===== src/rtl/mem_port_arbiter_if.sv =====
// Bus bundle tying the datapath's instruction/data memory ports and the shared memory port
// to the arbiter. The slave modport is the arbiter's view; master is the surrounding system.
interface mem_port_arbiter_if;
  logic        instr_read;
  logic [31:0] instr_mem_address;
  logic [31:0] instr_mem_rdata;
  logic        instr_mem_resp;
  logic        data_read;
  logic        data_write;
  logic [31:0] data_mem_address;
  logic [31:0] data_mem_wdata;
  logic [3:0]  data_mbe;
  logic [31:0] data_mem_rdata;
  logic        data_mem_resp;
  logic        mem_read;
  logic        mem_write;
  logic [31:0] mem_address;
  logic [31:0] mem_wdata;
  logic [3:0]  mem_mbe;
  logic [31:0] mem_rdata;
  logic        mem_resp;

  modport slave (
    input  instr_read, instr_mem_address, data_read, data_write,
           data_mem_address, data_mem_wdata, data_mbe, mem_rdata, mem_resp,
    output instr_mem_rdata, instr_mem_resp, data_mem_rdata, data_mem_resp,
           mem_read, mem_write, mem_address, mem_wdata, mem_mbe
  );

  modport master (
    output instr_read, instr_mem_address, data_read, data_write,
           data_mem_address, data_mem_wdata, data_mbe, mem_rdata, mem_resp,
    input  instr_mem_rdata, instr_mem_resp, data_mem_rdata, data_mem_resp,
           mem_read, mem_write, mem_address, mem_wdata, mem_mbe
  );
endinterface


===== src/rtl/mem_port_arbiter.sv =====
// Serializes the datapath's data and instruction ports onto one memory port (data first) and
// releases both responses together in a single RESP cycle.
module mem_port_arbiter #(
  parameter int unsigned TIMEOUT_CYCLES = 0
) (
  input  logic              clk,
  input  logic              rst,
  mem_port_arbiter_if.slave bus,
  output logic              timeout_err
);

  typedef enum logic [1:0] {IDLE, ISSUE_D, ISSUE_I, RESP} state_t;

  state_t      state, state_next;
  logic        pend_i, pend_d, op_write;
  logic [31:0] i_addr, d_addr, d_wdata;
  logic [3:0]  d_mbe;
  logic [31:0] ibuf, dbuf, ibuf_next, dbuf_next;
  logic [31:0] wd_cnt;
  logic        req_i, req_d, req_write;
  logic [31:0] req_i_addr, req_d_addr, req_d_wdata;
  logic [3:0]  req_d_mbe;
  logic        in_issue, next_issue, issue_entry;

  // While IDLE the live inputs are the request; afterwards only the latched copy counts.
  always_comb begin
    req_i       = pend_i;
    req_d       = pend_d;
    req_write   = op_write;
    req_i_addr  = i_addr;
    req_d_addr  = d_addr;
    req_d_wdata = d_wdata;
    req_d_mbe   = d_mbe;
    if (state == IDLE) begin
      req_i       = bus.instr_read;
      req_d       = bus.data_read | bus.data_write;
      req_write   = bus.data_write;
      req_i_addr  = bus.instr_mem_address;
      req_d_addr  = bus.data_mem_address;
      req_d_wdata = bus.data_mem_wdata;
      req_d_mbe   = bus.data_mbe;
    end
  end

  always_comb begin
    state_next = state;
    ibuf_next  = ibuf;
    dbuf_next  = dbuf;
    case (state)
      IDLE: begin
        if (req_d)      state_next = ISSUE_D;
        else if (req_i) state_next = ISSUE_I;
      end
      ISSUE_D: begin
        if (bus.mem_resp) begin
          dbuf_next  = op_write ? 32'h0 : bus.mem_rdata;
          state_next = pend_i ? ISSUE_I : RESP;
        end
      end
      ISSUE_I: begin
        if (bus.mem_resp) begin
          ibuf_next  = bus.mem_rdata;
          state_next = RESP;
        end
      end
      RESP:    state_next = IDLE;
      default: state_next = IDLE;
    endcase
  end

  assign in_issue    = (state == ISSUE_D) || (state == ISSUE_I);
  assign next_issue  = (state_next == ISSUE_D) || (state_next == ISSUE_I);
  assign issue_entry = next_issue && (state_next != state);

  always_ff @(posedge clk or negedge rst) begin
    if (!rst) state <= IDLE;
    else      state <= state_next;
  end

  always_ff @(posedge clk or negedge rst) begin
    if (!rst) begin
      pend_i              <= 1'b0;
      pend_d              <= 1'b0;
      op_write            <= 1'b0;
      i_addr              <= 32'h0;
      d_addr              <= 32'h0;
      d_wdata             <= 32'h0;
      d_mbe               <= 4'h0;
      ibuf                <= 32'h0;
      dbuf                <= 32'h0;
      bus.mem_read        <= 1'b0;
      bus.mem_write       <= 1'b0;
      bus.mem_address     <= 32'h0;
      bus.mem_wdata       <= 32'h0;
      bus.mem_mbe         <= 4'h0;
      bus.instr_mem_resp  <= 1'b0;
      bus.data_mem_resp   <= 1'b0;
      bus.instr_mem_rdata <= 32'h0;
      bus.data_mem_rdata  <= 32'h0;
    end else begin
      if (state == IDLE) begin
        pend_i   <= req_i;
        pend_d   <= req_d;
        op_write <= req_write;
        i_addr   <= req_i_addr;
        d_addr   <= req_d_addr;
        d_wdata  <= req_d_wdata;
        d_mbe    <= req_d_mbe;
      end
      ibuf <= ibuf_next;
      dbuf <= dbuf_next;

      // The memory request is loaded on entry to each ISSUE state and dropped on leaving them.
      if (issue_entry && state_next == ISSUE_D) begin
        bus.mem_read    <= !req_write;
        bus.mem_write   <= req_write;
        bus.mem_address <= req_d_addr;
        bus.mem_wdata   <= req_d_wdata;
        bus.mem_mbe     <= req_write ? req_d_mbe : 4'hF;
      end else if (issue_entry && state_next == ISSUE_I) begin
        bus.mem_read    <= 1'b1;
        bus.mem_write   <= 1'b0;
        bus.mem_address <= req_i_addr;
        bus.mem_mbe     <= 4'hF;
      end else if (!next_issue) begin
        bus.mem_read  <= 1'b0;
        bus.mem_write <= 1'b0;
      end

      bus.instr_mem_resp <= (state_next == RESP) && pend_i;
      bus.data_mem_resp  <= (state_next == RESP) && pend_d;
      if (state_next == RESP) begin
        bus.instr_mem_rdata <= ibuf_next;
        bus.data_mem_rdata  <= dbuf_next;
      end
    end
  end

  // Watchdog counts completed cycles of the current ISSUE state; the flag is sticky.
  always_ff @(posedge clk or negedge rst) begin
    if (!rst) begin
      wd_cnt      <= 32'h0;
      timeout_err <= 1'b0;
    end else begin
      if (issue_entry)
        wd_cnt <= 32'h0;
      else if (in_issue && wd_cnt != 32'hFFFF_FFFF)
        wd_cnt <= wd_cnt + 32'h1;
      if (TIMEOUT_CYCLES != 0 && in_issue && wd_cnt >= TIMEOUT_CYCLES - 1)
        timeout_err <= 1'b1;
    end
  end

endmodule


===== src/flat_wrapper.sv =====
// flat-port wrapper written by rule: the top's interface ports become plain ports
module mem_port_arbiter_flat 
#(
  parameter int unsigned TIMEOUT_CYCLES = 0
)
  (clk, rst, timeout_err, bus_instr_read, bus_instr_mem_address, bus_data_read, bus_data_write, bus_data_mem_address, bus_data_mem_wdata, bus_data_mbe, bus_mem_rdata, bus_mem_resp, bus_instr_mem_rdata, bus_instr_mem_resp, bus_data_mem_rdata, bus_data_mem_resp, bus_mem_read, bus_mem_write, bus_mem_address, bus_mem_wdata, bus_mem_mbe);
  mem_port_arbiter_if bus_i ();
  input  logic clk;
  input  logic rst;
  output logic timeout_err;
  input wire logic [$bits(bus_i.instr_read)-1:0] bus_instr_read;
  input wire logic [$bits(bus_i.instr_mem_address)-1:0] bus_instr_mem_address;
  input wire logic [$bits(bus_i.data_read)-1:0] bus_data_read;
  input wire logic [$bits(bus_i.data_write)-1:0] bus_data_write;
  input wire logic [$bits(bus_i.data_mem_address)-1:0] bus_data_mem_address;
  input wire logic [$bits(bus_i.data_mem_wdata)-1:0] bus_data_mem_wdata;
  input wire logic [$bits(bus_i.data_mbe)-1:0] bus_data_mbe;
  input wire logic [$bits(bus_i.mem_rdata)-1:0] bus_mem_rdata;
  input wire logic [$bits(bus_i.mem_resp)-1:0] bus_mem_resp;
  output wire logic [$bits(bus_i.instr_mem_rdata)-1:0] bus_instr_mem_rdata;
  output wire logic [$bits(bus_i.instr_mem_resp)-1:0] bus_instr_mem_resp;
  output wire logic [$bits(bus_i.data_mem_rdata)-1:0] bus_data_mem_rdata;
  output wire logic [$bits(bus_i.data_mem_resp)-1:0] bus_data_mem_resp;
  output wire logic [$bits(bus_i.mem_read)-1:0] bus_mem_read;
  output wire logic [$bits(bus_i.mem_write)-1:0] bus_mem_write;
  output wire logic [$bits(bus_i.mem_address)-1:0] bus_mem_address;
  output wire logic [$bits(bus_i.mem_wdata)-1:0] bus_mem_wdata;
  output wire logic [$bits(bus_i.mem_mbe)-1:0] bus_mem_mbe;
  assign bus_i.instr_read = bus_instr_read;
  assign bus_i.instr_mem_address = bus_instr_mem_address;
  assign bus_i.data_read = bus_data_read;
  assign bus_i.data_write = bus_data_write;
  assign bus_i.data_mem_address = bus_data_mem_address;
  assign bus_i.data_mem_wdata = bus_data_mem_wdata;
  assign bus_i.data_mbe = bus_data_mbe;
  assign bus_i.mem_rdata = bus_mem_rdata;
  assign bus_i.mem_resp = bus_mem_resp;
  assign bus_instr_mem_rdata = bus_i.instr_mem_rdata;
  assign bus_instr_mem_resp = bus_i.instr_mem_resp;
  assign bus_data_mem_rdata = bus_i.data_mem_rdata;
  assign bus_data_mem_resp = bus_i.data_mem_resp;
  assign bus_mem_read = bus_i.mem_read;
  assign bus_mem_write = bus_i.mem_write;
  assign bus_mem_address = bus_i.mem_address;
  assign bus_mem_wdata = bus_i.mem_wdata;
  assign bus_mem_mbe = bus_i.mem_mbe;
  mem_port_arbiter #(.TIMEOUT_CYCLES(TIMEOUT_CYCLES)) u_core (.clk(clk), .rst(rst), .bus(bus_i), .timeout_err(timeout_err));
endmodule

===== config.mk =====
export PLATFORM = sky130hd
export DESIGN_NAME = mem_port_arbiter_flat
export DESIGN_NICKNAME = d
export VERILOG_FILES = /design/src/rtl/mem_port_arbiter_if.sv /design/src/rtl/mem_port_arbiter.sv /design/src/flat_wrapper.sv
export SDC_FILE = /design/constraint.sdc
export NUM_CORES = 1
export LEC_CHECK = 0
export ABC_AREA = 1
export CAP_MARGIN = 20
export CORE_ASPECT_RATIO = 0.5
export CORE_UTILIZATION = 46
export DETAILED_ROUTE_END_ITERATION = 12
export PLACE_DENSITY = 0.74
export SLEW_MARGIN = 20
export SYNTH_ARGS = -nofsm -noshare
export SYNTH_HDL_FRONTEND = slang
export SYNTH_SLANG_ARGS = --single-unit

===== constraint.sdc =====
create_clock -name clk -period 6.2 [get_ports clk]
set_clock_uncertainty 0.1 [all_clocks]
set_input_delay 1.24 -clock clk [delete_from_list [all_inputs] [get_ports clk]]
set_output_delay 1.24 -clock clk [all_outputs]
set_load 0.02 [all_outputs]

==> results of run 1 <==
-- layout make-up --
class / count / area (um2) / area share
tap: 344 / 430 / 0.0274
clock buffer: 39 / 761 / 0.0484
multi-input combinational: 739 / 3690 / 0.235
timing repair buffer: 282 / 2840 / 0.180
inverter: 74 / 279 / 0.0177
antenna: 2 / 5.00 / 0.000318
sequential: 305 / 7630 / 0.485
clock inverter: 7 / 90.1 / 0.00573
-- cell usage after synthesis --
| library cell | instances |
|---|---|
| sky130_fd_sc_hd__conb_1 | 1 |
| sky130_fd_sc_hd__nand3_1 | 36 |
| sky130_fd_sc_hd__o21ai_0 | 46 |
| sky130_fd_sc_hd__a21boi_0 | 1 |
| sky130_fd_sc_hd__mux2_2 | 64 |
| sky130_fd_sc_hd__ha_1 | 3 |
| sky130_fd_sc_hd__nor2_2 | 1 |
| sky130_fd_sc_hd__or2_2 | 1 |
| sky130_fd_sc_hd__and2_1 | 32 |
| sky130_fd_sc_hd__dfrtp_1 | 305 |
| sky130_fd_sc_hd__inv_2 | 3 |
| sky130_fd_sc_hd__or2_1 | 1 |
| sky130_fd_sc_hd__clkbuf_1 | 38 |
| sky130_fd_sc_hd__o21ai_1 | 52 |
| sky130_fd_sc_hd__buf_6 | 8 |
| sky130_fd_sc_hd__nand4_1 | 33 |
| sky130_fd_sc_hd__nand3_2 | 3 |
| sky130_fd_sc_hd__nand2_1 | 447 |
| sky130_fd_sc_hd__buf_2 | 15 |
| sky130_fd_sc_hd__nor2_1 | 13 |
| sky130_fd_sc_hd__buf_4 | 3 |
| sky130_fd_sc_hd__inv_1 | 71 |
| sky130_fd_sc_hd__nand2_4 | 1 |
| sky130_fd_sc_hd__nor2_4 | 1 |
| sky130_fd_sc_hd__buf_1 | 2 |
| sky130_fd_sc_hd__nand2_2 | 2 |
| sky130_fd_sc_hd__o211ai_2 | 1 |
-- sequential cells by signal, summed over array words and instances (netlist names), 2 cells and up --
register,cells
u_core.ibuf,32
u_core.state,2
u_core.bus.instr_mem_rdata,32
u_core.d_addr,32
u_core.dbuf,32
u_core.d_mbe,4
u_core.bus.data_mem_rdata,32
u_core.bus.mem_mbe,4
u_core.bus.mem_address,32
u_core.d_wdata,32
u_core.i_addr,32
u_core.bus.mem_wdata,32
-- path summary, 6_finish.rpt --
check	startpoint	end
setup / recovery	bus_mem_resp	u_core.bus.mem_address[20]$_DFFE_PN0P_
hold / removal	u_core.i_addr[3]$_DFFE_PN0N_	u_core.i_addr[3]$_DFFE_PN0N_
setup reg to reg	u_core.state[1]$_DFF_PN0_	u_core.bus.mem_address[20]$_DFFE_PN0P_
hold reg to reg	u_core.i_addr[3]$_DFFE_PN0N_	u_core.i_addr[3]$_DFFE_PN0N_
max in group asynchronous	rst	u_core.dbuf[1]$_DFF_PN0_
min in group asynchronous	rst	u_core.ibuf[17]$_DFF_PN0_
-- worst reg2reg max path, stage by stage, from the launching register on --
cell,delay (ps)
sky130_fd_sc_hd__dfrtp_1,460
sky130_fd_sc_hd__inv_2,130
sky130_fd_sc_hd__nand3_2,590
sky130_fd_sc_hd__nand2_1,270
sky130_fd_sc_hd__inv_2,50
sky130_fd_sc_hd__nand2_2,100
sky130_fd_sc_hd__inv_1,60
sky130_fd_sc_hd__ha_2,270
sky130_fd_sc_hd__inv_1,550
sky130_fd_sc_hd__nand3_2,210
sky130_fd_sc_hd__nor2_4,670
sky130_fd_sc_hd__nand2_1,140
sky130_fd_sc_hd__nand3_1,110
-- kinds of logic (layout without fill, tap and decap cells) --
logic type,Yosys count,in the layout,synth area share
DFF,305,305,0.640
buffers and inverters,140,402,0.0517
adders and majority gates,3,3,0.00315
AOI/OAI and AO/OA,100,100,0.0428
other,1,3,0.000315
and+or+nand+nor,571,571,0.201
muxes,64,64,0.0605
-- power groups by stage --
stage	clock network (mW)	registers [mW]	logic (mW)
after floorplan	0	3.59	2.04
after global placement	0	3.23	3.67
after detailed placement	0	3.26	3.80
after CTS	1.68	3.23	3.82
after global routing	1.76	3.31	4.17
final	1.64	3.23	3.78
-- per-layer routing --
metal  GRT usage  share of wire  vias up
met3      0.0362          0.038       39
met1       0.287           0.43     4412
met2       0.384           0.52      193
li1            -              -     4248
met4      0.0551          0.020        0
met5           0              0        -
-- stage by stage --
step	worst slack, ps	power [mW]	instances	area (um2)	util
after global placement	1270	6.90	1743	14800	0.586
after floorplan	3170	5.64	1184	11900	-
after global routing	1330	9.25	1791	15700	0.621
after CTS	1700	8.73	1790	15700	0.620
after detailed placement	1150	7.06	1744	14900	0.587
final	1710	8.65	1792	15700	0.621
==> run metrics, run 1 <==
final hold violation count 0; post-layout minimum cycle time 4490 ps; Chip Width 230 um; final layout net count 1570; Clock power frac 0.190; total nets after synthesis 1325; unique cell type count in the Yosys netlist 27; mean instance size in the synthesized netlist 10.1 um2; CP Max Fanout 34; cell type with the highest aggregate area in the netlist sky130_fd_sc_hd__dfrtp_1; clock latency on the worst-skew pair 530 ps; portion of synthesized cell area occupied by the leading cell type 0.640; total standard cell area after synthesis 11900 um2; TritonCTS clock tree built; total global routing overflow 0; Slew HR 0.334; area of the die 26600 um2; DIE HEIGHT 116 um; remaining number of nets flagged by the antenna check after routing 0; Clock Pin Slew Worst Setup and Hold Paths 60 ps; Static Leak 7.58 nW; Post-Synthesis Cells 1184; routed wire length per instance 16.2 um; net switching component of the power 3.35 mW; total of hold buffers inserted after clock tree synthesis 0; count of final setup violators 0; H-tree levels 1; final number of max-transition violations 0; postcts setup bufs 0; kind of cell adding the most delay to the critical path simple AND/OR/NAND/NOR gates; class of the most critical setup path input pin to flop; cell count of the worst hold path 2; number of antenna violations at the first check in global routing 1; master cell of the clock root buffer sky130_fd_sc_hd__clkbuf_16; relative contribution of combinational cells to total power 0.437; power per cell area 550 nW/um2; post-CTS resize count 0; unrepaired setup endpoints after global routing false; Reg2Reg Depth 12; startpoint types input pin; number of buffer and inverter stages on the critical path 4; global routing usage summed across all routing layers 0.219; cell with the largest stage delay on the worst path sky130_fd_sc_hd__nor2_4; post-route DRC violation count 0; status complete, no violations; Synth Warn # 1; area added between synthesis and finish 32.0%; share of the cycle needed by the critical path after routing 0.725; Sequential Power Share 0.373; Via Count 8892; critical path data arrival time 4860 ps; largest stage delay on the critical path 670 ps; share of cells above drive strength 1 0.0892; Fin Setup TNS 0 ps; drt pass-1 iters 7; first-pass GRT wire length 46500 um; instance count on the critical path 12; leading cell types in the layout, fill and taps excluded sky130_fd_sc_hd__nand2_1 (447), sky130_fd_sc_hd__dfrtp_1 (305), sky130_fd_sc_hd__clkdlybuf4s50_1 (272), sky130_fd_sc_hd__inv_1 (70), sky130_fd_sc_hd__mux2_2 (64); I/O Buffers 273; HPWL after DPL 19100 um; crit path cell chain clkdlybuf4s50_1 > nand3_2 > nand2_1 > inv_2 > nand2_2 > inv_1 > ha_2 > inv_1 > nand3_2 > nor2_4 > nand2_1 > nand3_1; fill cell count 2109; Req. time, crit path 6570 ps; Area contributors post-synth sky130_fd_sc_hd__dfrtp_1 (64%), sky130_fd_sc_hd__nand2_1 (14%), sky130_fd_sc_hd__mux2_2 (6.0%); Power Internal 5.30 mW; vias in the first global route 8827; fraction of the yosys area taken by sequential cells 0.640; clock sink count 305; initial standard-cell utilization of the core 0.470; transition time at the pin with the least slew margin 994 ps; maximum number of pins on one net before global-route repair 133; highest clock rate 0.223 GHz; class of the tightest hold or removal check flop to flop; vias per cell 4.96; register bit count reported by yosys 305; ports placed on the boundary 275; peak supply drop 0.266 mV; worst hold margin 369 ps; last weighted congestion value of the routability-driven placer 0.764; commonest non-fill, non-tap cell in the layout sky130_fd_sc_hd__nand2_1; TritonCTS buffer count 27; proportion of total power due to net switching 0.387; routed wire length 29000 um; Std-Cell Core Area 25300 um2; max-capacitance violation count 0; slack of the worst reg-to-reg path 2430 ps; deepest clock path buffer count 3; # rows 41; Starting DRT DRC Count 657; crit end category flop
(Power assumes the default switching activity.)
==> run 2, diff against run 1 <==
==> constraint.sdc (replaced) <==
create_clock -name clk -period 4.2 [get_ports clk]
set_clock_uncertainty 0.1 [all_clocks]
set_input_delay 0.84 -clock clk [delete_from_list [all_inputs] [get_ports clk]]
set_output_delay 0.84 -clock clk [all_outputs]
set_load 0.02 [all_outputs]
==> run metrics, run 2 (synthesis gave the netlist of run 1 again) <==
post-route DRC violation count 0 (unchanged); routed wire length 29700 um (+2.3%); drt pass-1 iters 5 (-2); final hold violation count 0 (unchanged); status complete, no violations; initial standard-cell utilization of the core 0.470 (unchanged); number of antenna violations at the first check in global routing 1 (unchanged); share of cells above drive strength 1 0.0982 (+0.00900); area added between synthesis and finish 33.1%; power per cell area 820 nW/um2 (+49%); Std-Cell Core Area 25300 um2 (unchanged); post-layout minimum cycle time 3160 ps; postcts setup bufs 0 (unchanged); peak supply drop 0.491 mV (+85%); Clock power frac 0.196 (+0.006); proportion of total power due to net switching 0.387 (about the same); Slew HR 0.314 (-0.0207); last weighted congestion value of the routability-driven placer 0.791 (+3.5%); global routing usage summed across all routing layers 0.226 (+0.00706); net switching component of the power 5.03 mW (+50%); commonest non-fill, non-tap cell in the layout sky130_fd_sc_hd__nand2_1; class of the most critical setup path flop to flop; share of the cycle needed by the critical path after routing 0.751; TritonCTS buffer count 26 (-3.7%); final core occ 0.626 (+0.00518); Via Count 8959 (+0.75%); Req. time, crit path 4570 ps (-2000 ps); total of hold buffers inserted after clock tree synthesis 0 (unchanged); Power Internal 7.98 mW (+50%); routed wire length per instance 16.5 um (+1.8%); remaining number of nets flagged by the antenna check after routing 0 (unchanged); maximum number of pins on one net before global-route repair 103 (-23%); Static Leak 7.66 nW (+1.0%); master cell of the clock root buffer sky130_fd_sc_hd__clkbuf_16; TritonCTS clock tree built; crit end category flop; # rows 41 (unchanged); Clock Pin Slew Worst Setup and Hold Paths 70 ps (about the same); total global routing overflow 0 (unchanged); relative contribution of combinational cells to total power 0.437 (about the same); vias per cell 4.97 (+0.25%); transition time at the pin with the least slew margin 1020 ps (+31.0 ps); deepest clock path buffer count 3 (unchanged); HPWL after DPL 19500 um (+2.0%); slack of the worst reg-to-reg path 1040 ps (-1390 ps); CP Max Fanout 33 (-2.9%); highest clock rate 0.317 GHz; H-tree levels 1 (unchanged); final number of max-transition violations 0 (unchanged); area of the die 26600 um2 (unchanged); leading cell types in the layout, fill and taps excluded sky130_fd_sc_hd__nand2_1 (447), sky130_fd_sc_hd__dfrtp_1 (305), sky130_fd_sc_hd__clkdlybuf4s50_1 (272), sky130_fd_sc_hd__inv_1 (70), sky130_fd_sc_hd__mux2_2 (64); vias in the first global route 9214 (+4.4%); first-pass GRT wire length 47800 um (+2.8%); DIE HEIGHT 116 um (unchanged); post-CTS resize count 0 (unchanged); clock latency on the worst-skew pair 540 ps (about the same); max-capacitance violation count 0 (unchanged); Chip Width 230 um (unchanged); startpoint types flop; count of final setup violators 0 (unchanged); Fin Setup TNS 0 ps (unchanged); ports placed on the boundary 275 (unchanged); clock sink count 305 (unchanged); Starting DRT DRC Count 667 (+1.5%); Sequential Power Share 0.366 (-0.007); class of the tightest hold or removal check input pin to asynchronous set/reset pin; I/O Buffers 273 (unchanged); unrepaired setup endpoints after global routing false; critical path data arrival time 3530 ps (-1330 ps); final layout net count 1577 (+0.45%)
[run 2: cell types whose count changed in the layout (fill, tap and decap cells not counted)]
cell	change
sky130_fd_sc_hd__buf_12	+2
sky130_fd_sc_hd__buf_16	-1
sky130_fd_sc_hd__buf_4	+7
sky130_fd_sc_hd__clkbuf_1	-4
sky130_fd_sc_hd__clkbuf_8	+6
sky130_fd_sc_hd__clkinv_4	+1
sky130_fd_sc_hd__clkinvlp_4	-1
sky130_fd_sc_hd__diode_2	-1
[run 2: area by class of cell]
cell class | count | area [um2]
Inverter | 74 | 279
Antenna cell | 1 | 2.50
Fill cell | 2023 | 9480
Multi-Input combinational cell | 739 | 3690
Tap cell | 344 | 430
Timing Repair Buffer | 290 | 2900
Clock inverter | 7 | 91.3
Sequential cell | 305 | 7630
Clock buffer | 41 | 828
[run 2: path summary, 6_finish.rpt]
kind | start | end | cells past startpoint
min in group clk | u_core.i_addr[16]$_DFFE_PN0N_ | u_core.i_addr[16]$_DFFE_PN0N_ | 2
max reg2reg | u_core.state[1]$_DFF_PN0_ | u_core.bus.mem_address[28]$_DFFE_PN0P_ | 12
min reg2reg | u_core.i_addr[16]$_DFFE_PN0N_ | u_core.i_addr[16]$_DFFE_PN0N_ | 2
max | u_core.state[1]$_DFF_PN0_ | u_core.bus.mem_address[28]$_DFFE_PN0P_ | 12
max in group asynchronous | rst | u_core.bus.mem_address[31]$_DFFE_PN0P_ | 2
min | rst | u_core.bus.instr_mem_rdata[14]$_DFFE_PN0N_ | 1
[run 2: power by group through the flow]
stage | logic, mW | clock network, mW | registers (mW)
after floorplan | 3.02 | 0 | 5.30
after global placement | 5.51 | 0 | 4.77
after detailed placement | 5.70 | 0 | 4.81
after CTS | 5.74 | 2.61 | 4.77
after global routing | 6.26 | 2.73 | 4.88
final | 5.69 | 2.56 | 4.76
[run 2: through the flow]
step	power, mW	hold WS [ps]	instances	cell area (um2)	worst slack, ps
CTS	13.1	170	1800	15900	1050
global route	13.9	188	1801	15900	801
floorplan	8.32	333	1184	11900	1570
detailed placement	10.5	351	1752	14900	572
finish	13.0	160	1801	15900	1040
global placement	10.3	345	1752	14900	687
[run 2: critical path: stages, from the launching register on]
cell	delay, ps
sky130_fd_sc_hd__dfrtp_1	450
sky130_fd_sc_hd__nor2_4	180
sky130_fd_sc_hd__buf_4	360
sky130_fd_sc_hd__nand2_1	80
sky130_fd_sc_hd__nand2_1	120
sky130_fd_sc_hd__inv_1	90
sky130_fd_sc_hd__ha_2	250
sky130_fd_sc_hd__inv_1	100
sky130_fd_sc_hd__buf_4	250
sky130_fd_sc_hd__nand3_2	140
sky130_fd_sc_hd__nor2_4	690
sky130_fd_sc_hd__nand2_1	140
sky130_fd_sc_hd__nand3_1	110
[run 2: metal layers]
layer	wire length (um)	global-route usage
met5	0	0
met4	672	0.0618
met3	1150	0.0354
met2	15300	0.403
met1	12600	0.291
